$ cat src/rtl/branch_predictor_pkg.sv
// Shared definitions for the branch predictor and the ID-stage control unit:
// counter states, branch func3 codes and the PC-to-table-index helper.
package branch_predictor_pkg;

  typedef enum logic [1:0] {
    SNT = 2'b00,
    WNT = 2'b01,
    WT  = 2'b10,
    ST  = 2'b11
  } ctr_state_e;

  localparam logic [2:0] FUNC3_BEQ = 3'b000;
  localparam logic [2:0] FUNC3_BNE = 3'b001;

  // Instructions are word aligned, so the two LSBs carry no information.
  function automatic int unsigned pc_index(input logic [63:0] pc,
                                           input int unsigned index_bits);
    return 32'((pc >> 2) & ((64'd1 << index_bits) - 64'd1));
  endfunction

endpackage

$ cat src/rtl/sat_counter2.sv
// 2-bit saturating up/down counter with enable and a synchronous reset value.
module sat_counter2
  import branch_predictor_pkg::*;
(
  input  logic       clk,
  input  logic       rst,
  input  logic [1:0] rst_value,
  input  logic       en,
  input  logic       up,
  output logic [1:0] q
);

  // NOTE: sequential state uses non-blocking assignments so every register
  // samples pre-edge values regardless of process evaluation order.
  always_ff @(posedge clk) begin
    if (rst) begin
      q <= rst_value;
    end else if (en) begin
      if (up) begin
        if (q != ST) q <= q + 2'd1;
      end else begin
        if (q != SNT) q <= q - 2'd1;
      end
    end
  end

endmodule

$ cat src/rtl/branch_predictor.sv
// Bimodal branch-direction predictor: a table of 2-bit saturating counters
// indexed by PC, an IF/ID prediction register and misprediction statistics.
module branch_predictor
  import branch_predictor_pkg::*;
#(
  parameter int         PC_WIDTH   = 64,
  parameter int         INDEX_BITS = 4,
  parameter logic [1:0] INIT_STATE = 2'b01,
  parameter int         STAT_WIDTH = 32
) (
  input  logic                  clk,
  input  logic                  rst,
  input  logic [PC_WIDTH-1:0]   if_pc,
  input  logic                  if_id_enable,
  input  logic                  if_id_flush,
  output logic                  if_pred_taken,
  output logic                  id_pred_taken,
  input  logic                  upd_valid,
  input  logic [PC_WIDTH-1:0]   upd_pc,
  input  logic                  upd_taken,
  input  logic                  upd_pred_taken,
  output logic [STAT_WIDTH-1:0] branch_count,
  output logic [STAT_WIDTH-1:0] mispredict_count
);

  localparam int ENTRIES = 1 << INDEX_BITS;

  logic [INDEX_BITS-1:0] if_idx;
  logic [INDEX_BITS-1:0] upd_idx;
  logic [1:0]            ctr_q [ENTRIES];

  assign if_idx  = INDEX_BITS'(pc_index(64'(if_pc), INDEX_BITS));
  assign upd_idx = INDEX_BITS'(pc_index(64'(upd_pc), INDEX_BITS));

  // NOTE: the counter table is reset explicitly because every entry must start
  // weakly not-taken; it is flops, not a RAM macro, so this costs nothing extra.
  for (genvar i = 0; i < ENTRIES; i++) begin : g_entry
    sat_counter2 u_ctr (
      .clk       (clk),
      .rst       (rst),
      .rst_value (INIT_STATE),
      .en        (upd_valid && (upd_idx == INDEX_BITS'(i))),
      .up        (upd_taken),
      .q         (ctr_q[i])
    );
  end

  // Read-before-write: a same-cycle update becomes visible one cycle later.
  assign if_pred_taken = ctr_q[if_idx][1];

  always_ff @(posedge clk) begin
    if (rst) begin
      id_pred_taken <= 1'b0;
    end else if (if_id_flush) begin
      id_pred_taken <= 1'b0;
    end else if (if_id_enable) begin
      id_pred_taken <= if_pred_taken;
    end
  end

  always_ff @(posedge clk) begin
    if (rst) begin
      branch_count     <= '0;
      mispredict_count <= '0;
    end else if (upd_valid) begin
      if (branch_count != '1) branch_count <= branch_count + STAT_WIDTH'(1);
      if ((upd_taken != upd_pred_taken) && (mispredict_count != '1))
        mispredict_count <= mispredict_count + STAT_WIDTH'(1);
    end
  end

endmodule
$ cat config.mk
export PLATFORM = sky130hd
export DESIGN_NAME = branch_predictor
export DESIGN_NICKNAME = d
export VERILOG_FILES = /design/src/rtl/branch_predictor_pkg.sv /design/src/rtl/sat_counter2.sv /design/src/rtl/branch_predictor.sv
export SDC_FILE = /design/constraint.sdc
export NUM_CORES = 1
export LEC_CHECK = 0
export BUFFER_PORTS_ARGS = -buffer_cell sky130_fd_sc_hd__clkbuf_2
export CAP_MARGIN = 20
export CORE_MARGIN = 1.5
export CORE_UTILIZATION = 40
export CTS_CLUSTER_SIZE = 16
export DETAILED_ROUTE_END_ITERATION = 16
export PLACE_DENSITY = 0.66
export SYNTH_ARGS = -nofsm -noshare
export SYNTH_HDL_FRONTEND = slang
export SYNTH_SLANG_ARGS = --single-unit
$ cat constraint.sdc
create_clock -name clk -period 5.3 [get_ports clk]
set_input_delay 0.265 -clock clk [delete_from_list [all_inputs] [get_ports clk]]
set_output_delay 0.265 -clock clk [all_outputs]
set_load 0.05 [all_outputs]
==> metrics.txt <==
status finished, final reports clean; total track usage 19.0%; I/O pin count 201; post-synth top area share 39.1%; clock transition at the registers of the reported paths 0.07 ns; XOR/XNOR share of the synthesized area 1.77%; Max Cap Viol 0; period utilization 47.8%; Post-Place Worst Slack 2.54 ns; Starting Density 41.1%; EDFF count, synth 0; Synth area leader dfxtp_1; async set-reset flop share out of synthesis 0%; initial drt markers 272; initial antenna violation count 0; Hold Crit Start if_id_flush; # setup viols final 0; Synth cell types 54; Final Hold Viols 0; synth cell count leaders dfxtp_1 (97), a21oi_1 (69), o21ai_0 (61); top cells by area, synth dfxtp_1 (39%), a21oi_1 (7.0%), o21ai_0 (6.2%); critical path launch point type flop; CTS Buffer Depth 2; Filler cells 1,191; share of layout cells above drive strength 1 18.2%; DR vias/cell 5.73; RSZ-0062 raised after global routing false; DIE AREA 13,100 sq um; DP Area 5460 sq um; Final TNS setup 0 ns; hold path cells 2; Routed Antenna Nets 0; clock latency on the worst-skew pair 0.35 ns; vias in the first global route 4,261; core outline area 12,100 sq um; Nets 817; Max Fclk 0.395 GHz; total chip power 1.52 mW; clk sinks 97; count leader, synth dfxtp_1; register area share after synthesis 39.1%; max-slew violations 0; htree depth 3; first-pass GRT wire length 20,100 microns; Worst R2R End mispredict_count[25]$_SDFFE_PP0P_; GR Overflow Total 0; Worst R2R Setup Slack 2.77 ns; Crit. End Element flop; Synth Area in Compound Gates 22.4%; crit path DAT 2.78 ns; maximum number of pins on one net before global-route repair 58; Synth Area in Adders 0.504%; worst r2r path cells 5; mapped cell area 4960 sq um; post-cts sizing count 0; synthesized flop and latch total 97; final core utilization 47.8%; Final WS setup 2.77 ns; std cell rows 40; Post-synth top flop dfxtp_1; drt wl/cell 14.3 microns; Mapped Nets 751; Synth Area in Simple Gates 28.8%; Final min period 2.53 ns; I/O Buffers 80; dpl cells 834; worst slew pin tran 0.867 ns; CP required 5.54 ns; Crit Path Class reg -> reg; Chip Height 114 microns; Warnings, synthesis 0; clock root cell clkbuf_16; diode count 0; Vias 4,885; Hold WC Path Type in -> reg; DRT Pass-1 Iters 5; Max VDD drop 0.141 mV; Post-Synthesis Cells 614; Lkg Pwr 2.08 nW; Routed WL 12,200 microns; non-filler cells, final 853; Final HPWL DP 8380 microns; CTS tree yes; Worst Clk Skew 0.00754 ns; mux cell area share after synthesis 3.88%; Hold EP id_pred_taken$_SDFFE_PP0P_; postcts setup bufs 0; Design Area, Final 5760 sq um; largest family of logic cells by synthesized area simple AND/OR/NAND/NOR gates; RePlAce Congestion 0.844; Die X 114 microns; Mapped Avg Cell Area 8.08 sq um; hold slack 0.0668 ns; synth-to-layout area growth 16.1%; Worst Path Max Fanout 10; PwrDens 264 nW/um^2; Slew HR 42.2%; worst r2r src mispredict_count[4]$_SDFFE_PP0P_; Hold-fix buffers, CTS 0; DR DRC count 0; TritonCTS buffer count 9
==> per-layer routing <==
layer	GRT usage, %	share of wire, %	vias up
met2	31.8	48	118
met5	0	0	-
met1	23.5	45	2316
li1	-	-	2433
met3	4.82	4.8	18
met4	7.75	1.8	0
==> state kept, by name (all words and copies together), names as in the netlist <==
signal,cells
id_pred_taken,1
g_entry.u_ctr.q,32
branch_count,32
mispredict_count,32
==> cell type report <==
cell class	instances	area [sq um]	share of cell area (%)
Multi-Input combinational cell	475	2850	49.4
Inverter	12	45.0	0.782
Clock inverter	6	43.8	0.760
Tap cell	168	210	3.65
Timing Repair Buffer	85	433	7.51
Sequential cell	97	1940	33.7
Clock buffer	10	239	4.15
==> layout by cell type (no fill, tap or decap), types with 10 or more instances in the layout <==
| cell | synthesis | layout |
|---|---|---|
| a21o_1 | 10 | 10 |
| a21oi_1 | 69 | 69 |
| clkbuf_2 | 0 | 81 |
| dfxtp_1 | 97 | 97 |
| inv_1 | 12 | 12 |
| nand2_1 | 37 | 37 |
| nand3_1 | 30 | 30 |
| nand4_1 | 14 | 14 |
| nor2_1 | 56 | 56 |
| nor3_1 | 19 | 19 |
| o21ai_0 | 61 | 61 |
| o31ai_1 | 20 | 20 |
| or3_1 | 30 | 30 |
| or4_1 | 17 | 17 |
==> worst max-delay path by stage <==
stage / start / end / slack (ns)
finish: mispredict_count[4]$_SDFFE_PP0P_ / mispredict_count[25]$_SDFFE_PP0P_ / 2.77
global route: mispredict_count[15]$_SDFFE_PP0P_ / mispredict_count[22]$_SDFFE_PP0P_ / 2.53
CTS: mispredict_count[15]$_SDFFE_PP0P_ / mispredict_count[22]$_SDFFE_PP0P_ / 2.53
detailed placement: mispredict_count[15]$_SDFFE_PP0P_ / mispredict_count[22]$_SDFFE_PP0P_ / 2.54
global placement: mispredict_count[15]$_SDFFE_PP0P_ / mispredict_count[22]$_SDFFE_PP0P_ / 2.71
floorplan: mispredict_count[5]$_SDFFE_PP0P_ / mispredict_count[25]$_SDFFE_PP0P_ / 2.59
==> cells by family (layout without fill, tap and decap cells) <==
kind of cell | Yosys count | count (layout)
adders and majority gates | 2 | 2
muxes | 14 | 14
xor gates and xnor gates | 10 | 10
and+or+nand+nor | 261 | 261
AOI/OAI and AO/OA | 188 | 188
DFF | 97 | 97
buffers and inverters | 42 | 113
==> report_power, final <==
group	leakage (nW)	total, mW	internal, mW	switching (mW)
sequential	0.785	0.776	0.751	0.0255
clock	0.127	0.621	0.331	0.290
combinational	1.17	0.122	0.0454	0.0766
total	2.08	1.52	1.13	0.392
==> critical path: stages, from the launching register on <==
cell and delay (ns):
dfxtp_1 0.45, nand4_2 0.22, or4_4 0.55, or3_1 0.53
o311ai_1 0.30, mux2_2 0.37
Note: power is estimated with default switching activity, not from simulation.
